**src/rtl/holy_core_pkg.sv**
```systemverilog
// holy_core_pkg: cache-wide types and line geometry.
package holy_core_pkg;
  localparam int CACHE_LINE_WORDS = 128;
  typedef enum logic [2:0] {
    IDLE,
    SENDING_WRITE_REQ,
    SENDING_WRITE_DATA,
    WAITING_WRITE_RES,
    SENDING_READ_REQ,
    RECEIVING_READ_DATA
  } cache_state_t;
endpackage

```
**src/rtl/axi_if.sv**
```systemverilog
// axi_if: AXI4 bundle with 32-bit data and 4-bit IDs.
interface axi_if #(
  parameter int ADDR_WIDTH = 32
);
  logic [3:0]            awid;
  logic [ADDR_WIDTH-1:0] awaddr;
  logic [7:0]            awlen;
  logic [2:0]            awsize;
  logic [1:0]            awburst;
  logic                  awvalid, awready;
  logic [31:0]           wdata;
  logic [3:0]            wstrb;
  logic                  wlast, wvalid, wready;
  logic [1:0]            bresp;
  logic                  bvalid, bready;
  logic [3:0]            arid;
  logic [ADDR_WIDTH-1:0] araddr;
  logic [7:0]            arlen;
  logic [2:0]            arsize;
  logic [1:0]            arburst;
  logic                  arvalid, arready;
  logic [31:0]           rdata;
  logic [1:0]            rresp;
  logic                  rlast, rvalid, rready;
  modport master (
    output awid, awaddr, awlen, awsize, awburst, awvalid, wdata, wstrb, wlast, wvalid,
           bready, arid, araddr, arlen, arsize, arburst, arvalid, rready,
    input  awready, wready, bresp, bvalid, arready, rdata, rresp, rlast, rvalid
  );
endinterface

```
**src/rtl/cache_axi_burst_engine.sv**
```systemverilog
// cache_axi_burst_engine: per-cache AXI master turning a miss into an optional
// dirty-line writeback burst followed by a line-fill read burst.
module cache_axi_burst_engine
  import holy_core_pkg::*;
#(
  parameter int LINE_WORDS = CACHE_LINE_WORDS,
  parameter int ADDR_WIDTH = 32
) (
  input  logic                          clk,
  input  logic                          rst_n,
  axi_if.master                         m_axi,
  input  logic                          req_valid_i,
  output logic                          req_ready_o,
  input  logic                          req_dirty_i,
  input  logic [ADDR_WIDTH-1:0]         req_wb_addr_i,
  input  logic [ADDR_WIDTH-1:0]         req_fill_addr_i,
  output logic [$clog2(LINE_WORDS)-1:0] wb_word_idx_o,
  input  logic [31:0]                   wb_word_data_i,
  output logic                          fill_word_valid_o,
  output logic [$clog2(LINE_WORDS)-1:0] fill_word_idx_o,
  output logic [31:0]                   fill_word_data_o,
  output logic                          done_o,
  output logic                          resp_err_o,
  output cache_state_t                  state_o
);
  localparam int IW = $clog2(LINE_WORDS);
  localparam logic [ADDR_WIDTH-1:0] LINE_MASK = ~ADDR_WIDTH'(LINE_WORDS * 4 - 1);

  cache_state_t          state_q, state_d;
  logic [IW-1:0]         cnt_q, cnt_d;
  logic [ADDR_WIDTH-1:0] wb_addr_q, wb_addr_d, fill_addr_q, fill_addr_d;
  logic                  err_q, err_d, last_beat, beat_err;

  // LINE_WORDS is a power of two, so the final beat index is all ones
  assign last_beat = &cnt_q;
  assign beat_err  = (state_q == WAITING_WRITE_RES && m_axi.bvalid && m_axi.bresp != 2'b00) ||
                     (state_q == RECEIVING_READ_DATA && m_axi.rvalid &&
                      (m_axi.rresp != 2'b00 || m_axi.rlast != last_beat));

  always_ff @(posedge clk or negedge rst_n) begin
    if (!rst_n) begin
      state_q     <= IDLE;
      cnt_q       <= '0;
      wb_addr_q   <= '0;
      fill_addr_q <= '0;
      err_q       <= 1'b0;
    end else begin
      state_q     <= state_d;
      cnt_q       <= cnt_d;
      wb_addr_q   <= wb_addr_d;
      fill_addr_q <= fill_addr_d;
      err_q       <= err_d;
    end
  end

  always_comb begin
    state_d     = state_q;
    cnt_d       = cnt_q;
    wb_addr_d   = wb_addr_q;
    fill_addr_d = fill_addr_q;
    err_d       = err_q | beat_err;
    unique case (state_q)
      IDLE: if (req_valid_i) begin
        state_d     = req_dirty_i ? SENDING_WRITE_REQ : SENDING_READ_REQ;
        wb_addr_d   = req_wb_addr_i & LINE_MASK;
        fill_addr_d = req_fill_addr_i & LINE_MASK;
        err_d       = 1'b0;
      end
      SENDING_WRITE_REQ: if (m_axi.awready) begin
        state_d = SENDING_WRITE_DATA;
        cnt_d   = '0;
      end
      SENDING_WRITE_DATA: if (m_axi.wready) begin
        cnt_d   = cnt_q + 1'b1;
        state_d = last_beat ? WAITING_WRITE_RES : state_q;
      end
      WAITING_WRITE_RES: state_d = m_axi.bvalid ? SENDING_READ_REQ : state_q;
      SENDING_READ_REQ: if (m_axi.arready) begin
        state_d = RECEIVING_READ_DATA;
        cnt_d   = '0;
      end
      RECEIVING_READ_DATA: if (m_axi.rvalid) begin
        cnt_d   = cnt_q + 1'b1;
        state_d = m_axi.rlast ? IDLE : state_q;
      end
      default: state_d = IDLE;
    endcase
  end

  always_comb begin
    req_ready_o       = state_q == IDLE;
    m_axi.awvalid     = state_q == SENDING_WRITE_REQ;
    m_axi.awaddr      = wb_addr_q;
    m_axi.wvalid      = state_q == SENDING_WRITE_DATA;
    m_axi.wdata       = wb_word_data_i;
    m_axi.wlast       = state_q == SENDING_WRITE_DATA && last_beat;
    wb_word_idx_o     = cnt_q;
    m_axi.bready      = state_q == WAITING_WRITE_RES;
    m_axi.arvalid     = state_q == SENDING_READ_REQ;
    m_axi.araddr      = fill_addr_q;
    m_axi.rready      = state_q == RECEIVING_READ_DATA;
    fill_word_valid_o = state_q == RECEIVING_READ_DATA && m_axi.rvalid;
    fill_word_idx_o   = cnt_q;
    fill_word_data_o  = m_axi.rdata;
    done_o            = state_q == RECEIVING_READ_DATA && m_axi.rvalid && m_axi.rlast;
    resp_err_o        = err_q | beat_err;
    state_o           = state_q;
  end

  assign m_axi.awid    = '0;
  assign m_axi.awlen   = 8'(LINE_WORDS - 1);
  assign m_axi.awsize  = 3'b010;
  assign m_axi.awburst = 2'b01;
  assign m_axi.wstrb   = 4'b1111;
  assign m_axi.arid    = '0;
  assign m_axi.arlen   = 8'(LINE_WORDS - 1);
  assign m_axi.arsize  = 3'b010;
  assign m_axi.arburst = 2'b01;
endmodule

```
**src/flat_wrapper.sv**
```systemverilog
// flat-port wrapper written by rule: the top's interface ports become plain ports
module cache_axi_burst_engine_flat import holy_core_pkg::*;
#(
  parameter int LINE_WORDS = CACHE_LINE_WORDS,
  parameter int ADDR_WIDTH = 32
)
  (clk, rst_n, req_valid_i, req_ready_o, req_dirty_i, req_wb_addr_i, req_fill_addr_i, wb_word_idx_o, wb_word_data_i, fill_word_valid_o, fill_word_idx_o, fill_word_data_o, done_o, resp_err_o, state_o, m_axi_awid, m_axi_awaddr, m_axi_awlen, m_axi_awsize, m_axi_awburst, m_axi_awvalid, m_axi_wdata, m_axi_wstrb, m_axi_wlast, m_axi_wvalid, m_axi_bready, m_axi_arid, m_axi_araddr, m_axi_arlen, m_axi_arsize, m_axi_arburst, m_axi_arvalid, m_axi_rready, m_axi_awready, m_axi_wready, m_axi_bresp, m_axi_bvalid, m_axi_arready, m_axi_rdata, m_axi_rresp, m_axi_rlast, m_axi_rvalid);
  axi_if #(.ADDR_WIDTH(ADDR_WIDTH)) m_axi_i ();
  input  logic clk;
  input  logic rst_n;
  input  logic req_valid_i;
  output logic req_ready_o;
  input  logic req_dirty_i;
  input  logic [ADDR_WIDTH-1:0] req_wb_addr_i;
  input  logic [ADDR_WIDTH-1:0] req_fill_addr_i;
  output logic [$clog2(LINE_WORDS)-1:0] wb_word_idx_o;
  input  logic [31:0] wb_word_data_i;
  output logic fill_word_valid_o;
  output logic [$clog2(LINE_WORDS)-1:0] fill_word_idx_o;
  output logic [31:0] fill_word_data_o;
  output logic done_o;
  output logic resp_err_o;
  output cache_state_t state_o;
  output wire logic [$bits(m_axi_i.awid)-1:0] m_axi_awid;
  output wire logic [$bits(m_axi_i.awaddr)-1:0] m_axi_awaddr;
  output wire logic [$bits(m_axi_i.awlen)-1:0] m_axi_awlen;
  output wire logic [$bits(m_axi_i.awsize)-1:0] m_axi_awsize;
  output wire logic [$bits(m_axi_i.awburst)-1:0] m_axi_awburst;
  output wire logic [$bits(m_axi_i.awvalid)-1:0] m_axi_awvalid;
  output wire logic [$bits(m_axi_i.wdata)-1:0] m_axi_wdata;
  output wire logic [$bits(m_axi_i.wstrb)-1:0] m_axi_wstrb;
  output wire logic [$bits(m_axi_i.wlast)-1:0] m_axi_wlast;
  output wire logic [$bits(m_axi_i.wvalid)-1:0] m_axi_wvalid;
  output wire logic [$bits(m_axi_i.bready)-1:0] m_axi_bready;
  output wire logic [$bits(m_axi_i.arid)-1:0] m_axi_arid;
  output wire logic [$bits(m_axi_i.araddr)-1:0] m_axi_araddr;
  output wire logic [$bits(m_axi_i.arlen)-1:0] m_axi_arlen;
  output wire logic [$bits(m_axi_i.arsize)-1:0] m_axi_arsize;
  output wire logic [$bits(m_axi_i.arburst)-1:0] m_axi_arburst;
  output wire logic [$bits(m_axi_i.arvalid)-1:0] m_axi_arvalid;
  output wire logic [$bits(m_axi_i.rready)-1:0] m_axi_rready;
  input wire logic [$bits(m_axi_i.awready)-1:0] m_axi_awready;
  input wire logic [$bits(m_axi_i.wready)-1:0] m_axi_wready;
  input wire logic [$bits(m_axi_i.bresp)-1:0] m_axi_bresp;
  input wire logic [$bits(m_axi_i.bvalid)-1:0] m_axi_bvalid;
  input wire logic [$bits(m_axi_i.arready)-1:0] m_axi_arready;
  input wire logic [$bits(m_axi_i.rdata)-1:0] m_axi_rdata;
  input wire logic [$bits(m_axi_i.rresp)-1:0] m_axi_rresp;
  input wire logic [$bits(m_axi_i.rlast)-1:0] m_axi_rlast;
  input wire logic [$bits(m_axi_i.rvalid)-1:0] m_axi_rvalid;
  assign m_axi_awid = m_axi_i.awid;
  assign m_axi_awaddr = m_axi_i.awaddr;
  assign m_axi_awlen = m_axi_i.awlen;
  assign m_axi_awsize = m_axi_i.awsize;
  assign m_axi_awburst = m_axi_i.awburst;
  assign m_axi_awvalid = m_axi_i.awvalid;
  assign m_axi_wdata = m_axi_i.wdata;
  assign m_axi_wstrb = m_axi_i.wstrb;
  assign m_axi_wlast = m_axi_i.wlast;
  assign m_axi_wvalid = m_axi_i.wvalid;
  assign m_axi_bready = m_axi_i.bready;
  assign m_axi_arid = m_axi_i.arid;
  assign m_axi_araddr = m_axi_i.araddr;
  assign m_axi_arlen = m_axi_i.arlen;
  assign m_axi_arsize = m_axi_i.arsize;
  assign m_axi_arburst = m_axi_i.arburst;
  assign m_axi_arvalid = m_axi_i.arvalid;
  assign m_axi_rready = m_axi_i.rready;
  assign m_axi_i.awready = m_axi_awready;
  assign m_axi_i.wready = m_axi_wready;
  assign m_axi_i.bresp = m_axi_bresp;
  assign m_axi_i.bvalid = m_axi_bvalid;
  assign m_axi_i.arready = m_axi_arready;
  assign m_axi_i.rdata = m_axi_rdata;
  assign m_axi_i.rresp = m_axi_rresp;
  assign m_axi_i.rlast = m_axi_rlast;
  assign m_axi_i.rvalid = m_axi_rvalid;
  cache_axi_burst_engine #(.LINE_WORDS(LINE_WORDS), .ADDR_WIDTH(ADDR_WIDTH)) u_core (.clk(clk), .rst_n(rst_n), .m_axi(m_axi_i), .req_valid_i(req_valid_i), .req_ready_o(req_ready_o), .req_dirty_i(req_dirty_i), .req_wb_addr_i(req_wb_addr_i), .req_fill_addr_i(req_fill_addr_i), .wb_word_idx_o(wb_word_idx_o), .wb_word_data_i(wb_word_data_i), .fill_word_valid_o(fill_word_valid_o), .fill_word_idx_o(fill_word_idx_o), .fill_word_data_o(fill_word_data_o), .done_o(done_o), .resp_err_o(resp_err_o), .state_o(state_o));
endmodule
```
**config.mk**
```make
export PLATFORM = sky130hd
export DESIGN_NAME = cache_axi_burst_engine_flat
export DESIGN_NICKNAME = d
export VERILOG_FILES = /design/src/rtl/holy_core_pkg.sv /design/src/rtl/axi_if.sv /design/src/rtl/cache_axi_burst_engine.sv /design/src/flat_wrapper.sv
export SDC_FILE = /design/constraint.sdc
export NUM_CORES = 1
export LEC_CHECK = 0
export CAP_MARGIN = 20
export CORE_AREA = 5 5 128 130
export DETAILED_ROUTE_END_ITERATION = 7
export DIE_AREA = 0 0 133 135
export PLACE_DENSITY = 0.67
export SYNTH_ARGS = -nofsm -noshare
export SYNTH_HDL_FRONTEND = slang
export SYNTH_SLANG_ARGS = --single-unit
```
**constraint.sdc**
```tcl
create_clock -name clk -period 1.7 [get_ports clk]
set_input_delay 0.34 -clock clk [delete_from_list [all_inputs] [get_ports clk]]
set_output_delay 0.34 -clock clk [all_outputs]
set_load 0.02 [all_outputs]
```
### Word level (Yosys, flattened, before mapping)

Cells that the tools add are included.

* logic and storage cells: 54
* output and inout bits: 193
* register bits after elaboration: 57

* reductions and logical operators: 16
* multiplexer cells: 17
* eq/ne operators: 14
* bitwise logic cells: 1
* add/subtract/negate cells: 1

Operators with widths (number)
* 7-bit 2-to-1 mux: 4
* 7-bit case mux with 4 select lines: 1
* 3-bit 2-to-1 mux: 9
* 3-bit case mux with 6 select lines: 1
* 2-bit by 1-bit != test with 1-bit output (second input constant): 7
* 8-bit AND reduction: 1
* 7-bit by 1-bit adder with 7-bit output (second input constant): 1
* 7-bit AND reduction: 1
* 3-bit by 2-bit equality test with 1-bit output (second input constant): 2
* 3-bit equality test (second input constant): 2
* 1-bit logical AND: 6
* 5-bit AND reduction: 1
* 2-bit nonzero test: 2
* 4-bit nonzero test: 1
* 3-bit by 1-bit equality test with 1-bit output (second input constant): 1
* 3-bit logical NOT: 1
* 1-bit logical OR: 2
* 1-bit 2-to-1 mux: 2
* 2-bit != test (second input constant): 1
* 2-bit AND reduction: 1
* 1-bit != test: 1
* 1-bit OR: 1

### Longest topological paths before layout

* word-level depth: 8
* depth in mapped cells: 7
* mapped depth without buffers: 6

### Worst setup path before layout

Ideal clock, no wire load.

* path kind: reg2reg
* start: reg u_core.state_q[1], in the netlist u_core.state_o[1]
* end: reg u_core.wb_addr_q[10], in the netlist u_core.m_axi.awaddr[10]
* library setup time: 0.125 ns
* arrival: 2.013 ns
* slack: -0.438 ns
* required time: 1.575 ns
* cell stages (with the launch flop): 7
* cell sequence: dfrtp_1 clkbuf_2 nor3_1 and2_1 buf_6 buf_6 mux2_2

* word-level cells in the longest chain between the ends: 2

Ends and longest elaborated chain
* from (decl): RTL line cache_axi_burst_engine.sv:29 `cache_state_t state_q, state_d;`
* from (signal assigned): RTL line cache_axi_burst_engine.sv:48 `state_q <= state_d;`
* 3-bit logical NOT
* via req_ready_o: RTL line flat_wrapper.sv:12 `output logic req_ready_o;`
* 2-bit AND reduction (no line)
* to (signal assigned): RTL line cache_axi_burst_engine.sv:50 `wb_addr_q <= wb_addr_d;`
* to (decl): RTL line cache_axi_burst_engine.sv:31 `logic [ADDR_WIDTH-1:0] wb_addr_q, wb_addr_d, fill_addr_q, fill_addr_d;`

The timed path passes the listed nets, and every way through them passes these cells.
A chain may end at the register's enable or synchronous reset.

### Worst setup path after layout

* start: reg u_core.cnt_q[0], in the netlist u_core.fill_word_idx_o[0]
* end: out resp_err_o

* word-level cells in the longest chain between the ends: 6

Ends and longest elaborated chain
* from (decl): RTL line cache_axi_burst_engine.sv:30 `logic [IW-1:0] cnt_q, cnt_d;`
* from (signal assigned): RTL line cache_axi_burst_engine.sv:49 `cnt_q <= cnt_d;`
* 7-bit AND reduction: RTL line cache_axi_burst_engine.sv:35 `assign last_beat = &cnt_q;`
* 1-bit != test: RTL line cache_axi_burst_engine.sv:38 `(m_axi.rresp != 2'b00 || m_axi.rlast != last_beat));`
* 1-bit logical OR: RTL line cache_axi_burst_engine.sv:38
* 1-bit logical AND: RTL line cache_axi_burst_engine.sv:37 `(state_q == RECEIVING_READ_DATA && m_axi.rvalid &&`
* 1-bit logical OR: RTL line cache_axi_burst_engine.sv:36 `assign beat_err = (state_q == WAITING_WRITE_RES && m_axi.bvalid && m_axi.bresp != 2'b00) ||`
* 1-bit OR: RTL line cache_axi_burst_engine.sv:106 `resp_err_o = err_q | beat_err;`
* to (decl): RTL line flat_wrapper.sv:22 `output logic resp_err_o;`

No other way between the ends.

==> qor.csv <==
stage,metric,value,unit
run_status,outcome,"finished, violations left",
run_status,failed_checks,negative setup slack,
synth,netlist_area,0.003465,mm^2
detailed_routing,wire_per_inst,16.71,um
power,power.share.clock,15.6,%
detailed_routing,wl,10480,um
global_route,track_usage,10.76,%
worst_setup_path,worst_ep_required_time,1360,ps
timing,finalSetupTns,-1786,ps
synth,yosysSeqAreaShare,41.17,%
clocking,clk_root_buffer_cell,sky130_fd_sc_hd__clkbuf_16,
power,pwr_density_cell,1877,mW/mm^2
worst_setup_path,worst_path_bufs_invs,2,
synth,synth_cell_type_count,39,
floorplanning,die-height,135,um
timing,finalCriticalPeriod,2255,ps
power,internal_cell_power,6.441,mW
placed_design,placement.setup.worst_slack,-707.2,ps
worst_setup_path,crit_path_end_kind,primary output,
global_route,grt_max_degree,58,
power,p_leak,2.466,nW
clocking,htree_levels,3,
timing,fin_crit_sh,132.7,%
power,pwr-share-seq,23.5,%
detailed_routing,post-route-drc-count,0,
finish,final_antenna_diode_count,0,
floorplanning,design.die.area,0.01796,mm^2
worst_setup_path,timing.critical_path.slowest_cell_delay,380,ps
synth,synth-edff-count,0,
placed_design,place.detailed.hpwl,7756,um
finish,final_layout_size_suffix_gt1_share,38.50,%
worst_setup_path,timing.setup.critical_path_class,reg2out,
synth,synthesis.area_per_instance,10.96,um^2
timing,slew_viol_final,0,
floorplanning,initial_utilization,23.05,%
worst_setup_path,cp_top_family,simple AND/OR/NAND/NOR gates,
finish,final_net_count,577,
job,max_cap_violations,0,
worst_setup_path,cp_num_cells,8,
floorplanning,fp-row-count,45,
synth,synthesis.instances,316,
detailed_routing,route.detailed.vias_per_inst,3.928,
min_path,hp-class,in2async,
power,power.switching,3.662,mW
clocking,tritoncts_clock_tree,done,
detailed_routing,drtAntennaViolNets,0,
detailed_routing,dr.max_layer_used,met4,
clocking,numClockSinks,57,
detailed_routing,detailroute.wirelength.met3,1066,um
clocking,cts_hold_buf,0,
power,vdd_ir_drop_max,0.6072,mV
worst_setup_path,crit_fanout,2,
detailed_routing,firstDrtPassIters,4,
power,share_comb_of_total_power,60.9,%
worst_setup_path,reg2reg_depth,7,
clocking,clk_transition_reported_paths,50,ps
timing,final_critical_path_setup_slack,-555.4,ps
floorplanning,fp.dieW,133,um
detailed_routing,num_vias,2463,
timing,timing_hold_violations_final,0,
clocking,clk_path_buf_depth,2,
worst_setup_path,critical_path_arrival,1920,ps
synth,synthFlopType,sky130_fd_sc_hd__dfrtp_1,
detailed_routing,detail_route.wirelength.met1,3649,um
global_route,grt_antenna_before_repair,0,
floorplanning,core_area,0.01503,mm^2
timing,timing.fmax,443.4,MHz
synth,synth.ff_latch_count,57,
detailed_routing,dr.first_iter.drc_count,88,
timing,rsz0062_at_grt,yes,
synth,async_reset_ff_share,100.0,%
global_route,globalRouteOverflowTotal,0,
power,power.switching_fraction,36.25,%
timing,fin_clk_skew,7.593,ps
floorplanning,boundaryPins,335,
worst_setup_path,critPathSlowestCell,sky130_fd_sc_hd__dfrtp_2,
timing,setup_viol,16,
detailed_routing,wl_met2,5306,um
placed_design,place_congestion,0.7449,
worst_setup_path,critPathLaunchType,flip-flop,
finish,area_growth,55.40,%
clocking,numCtsBuffers,9,
synth,yosys_warnings,0,
worst_setup_path,crit_chain,ha_4 -> nand3_2 -> or3_4 -> xnor2_2 -> o31ai_1 -> buf_4 -> nand2_2 -> buf_6,
global_route,global_route_wire_length_before_repair,14960,um
clocking,worst_skew_pair.late_latency,310,ps
global_route,grt_pass1_vias,2570,
placed_design,port_buffers,132,
-- stage by stage --
stage	utilization (%)	instances	power [mW]	hold WS, ps	area (um^2)
after floorplan	-	370	5.875	44.41	3943
after global placement	31.41	590	7.606	361.6	4722
after detailed placement	31.41	590	7.687	366.3	4722
after CTS	34.49	616	9.803	18.45	5185
after global routing	35.81	627	10.66	34.02	5384
final	35.81	627	10.10	14.59	5384
-- cells in the mapped netlist (all sizes together), types with 3 or more instances --
cell / n / area [um^2]
a21oi: 3 / 15.01
and3: 4 / 25.02
buf: 136 / 1037
dfrtp: 57 / 1426
inv: 4 / 15.01
mux2: 47 / 529.3
mux2i: 3 / 30.03
nand2: 9 / 33.78
nand3b: 3 / 22.52
nor2: 6 / 22.52
nor2b: 3 / 18.77
nor3: 5 / 25.02
o21ai: 9 / 48.80
-- layout make-up --
type | count | area [um^2]
Fill cell | 1449 | 9649
Tap cell | 188 | 235.2
Sequential cell | 57 | 1433
Inverter | 4 | 15.01
Timing Repair Buffer | 189 | 1879
Multi-Input combinational cell | 173 | 1558
Clock inverter | 6 | 35.03
Clock buffer | 10 | 229.0
-- path summary, 6_finish.rpt --
path / from / endpoint / slack (ps)
max in group asynchronous: rst_n / u_core.state_o[2] / 1400
worst max-delay path: u_core.fill_word_idx_o[0] / resp_err_o / -560
worst min register to register: u_core.m_axi.awaddr[30] / u_core.m_axi.awaddr[30] / 500
min in group clk: u_core.m_axi.awaddr[30] / u_core.m_axi.awaddr[30] / 500
worst max register to register: u_core.fill_word_idx_o[0] / u_core.state_o[0] / -210
worst min-delay path: rst_n / u_core.m_axi.araddr[21] / 10
-- placed cells by master, fill, tap and decap left out, types with 3 or more instances in the layout --
cell / n
sky130_fd_sc_hd__clkdlybuf4s50_1: 104
sky130_fd_sc_hd__conb_1: 56
sky130_fd_sc_hd__dfrtp_1: 52
sky130_fd_sc_hd__mux2_4: 46
sky130_fd_sc_hd__buf_4: 35
sky130_fd_sc_hd__buf_6: 26
sky130_fd_sc_hd__dlygate4sd2_1: 15
sky130_fd_sc_hd__clkbuf_16: 11
sky130_fd_sc_hd__nand2_1: 8
sky130_fd_sc_hd__dfrtp_2: 5
sky130_fd_sc_hd__inv_1: 4
sky130_fd_sc_hd__nor2_1: 4
sky130_fd_sc_hd__clkinv_2: 4
sky130_fd_sc_hd__buf_12: 4
sky130_fd_sc_hd__and2_4: 3
sky130_fd_sc_hd__and3_4: 3
sky130_fd_sc_hd__o21ai_1: 3
sky130_fd_sc_hd__a21oi_1: 3
sky130_fd_sc_hd__mux2i_1: 3
sky130_fd_sc_hd__nand3b_1: 3
sky130_fd_sc_hd__nor3_2: 3
sky130_fd_sc_hd__o21ai_2: 3
-- worst register-to-register path, cell delays in order, from the launching register on --
cell and delay [ps]:
sky130_fd_sc_hd__dfrtp_2 380, sky130_fd_sc_hd__ha_4 140, sky130_fd_sc_hd__nand3_2 80, sky130_fd_sc_hd__or3_4 350, sky130_fd_sc_hd__buf_4 140, sky130_fd_sc_hd__buf_4 140, sky130_fd_sc_hd__a211oi_4 240, sky130_fd_sc_hd__mux2_4 320
-- flip-flops by register name, indices dropped and copies added (netlist names) --
signal	count
u_core.m_axi.awaddr	23
u_core.state_o	3
u_core.fill_word_idx_o	7
u_core.err_q	1
u_core.m_axi.araddr	23
-- per-layer routing --
layer	vias up	GRT usage (%)
li1	1104	-
met1	1156	10.88
met2	165	18.82
met3	38	4.434
met4	0	6.005
met5	-	0
-- cells by family after synthesis --
logic type / after synthesis / share of synthesized area [%]
mux: 50 / 16.14
buf+inv: 141 / 30.52
xor+xnor: 1 / 0.2528
simple gates: 41 / 6.536
other cells: 2 / 0.2168
flops: 57 / 41.17
compound gates: 23 / 4.803
fa+ha+maj: 1 / 0.3611
-- repair_timing --
item                                    in CTS  in global routing
setup buffers                               11                  9
endpoints found under the setup margin      35                 43
gates resized for setup                     95                 25
pin swaps                                   15                  8
gates cloned                                 1                  4
-- power groups by stage --
stage                     logic, mW  registers (mW)  clock network, mW
after detailed placement       5.31            2.38                  0
after floorplan                2.73            3.15                  0
after global placement         5.26            2.35                  0
after CTS                      5.80            2.38               1.63
after global routing           6.50            2.47               1.69
final                          6.15            2.38               1.57
No activity file was read; power rests on OpenSTA's default activity.
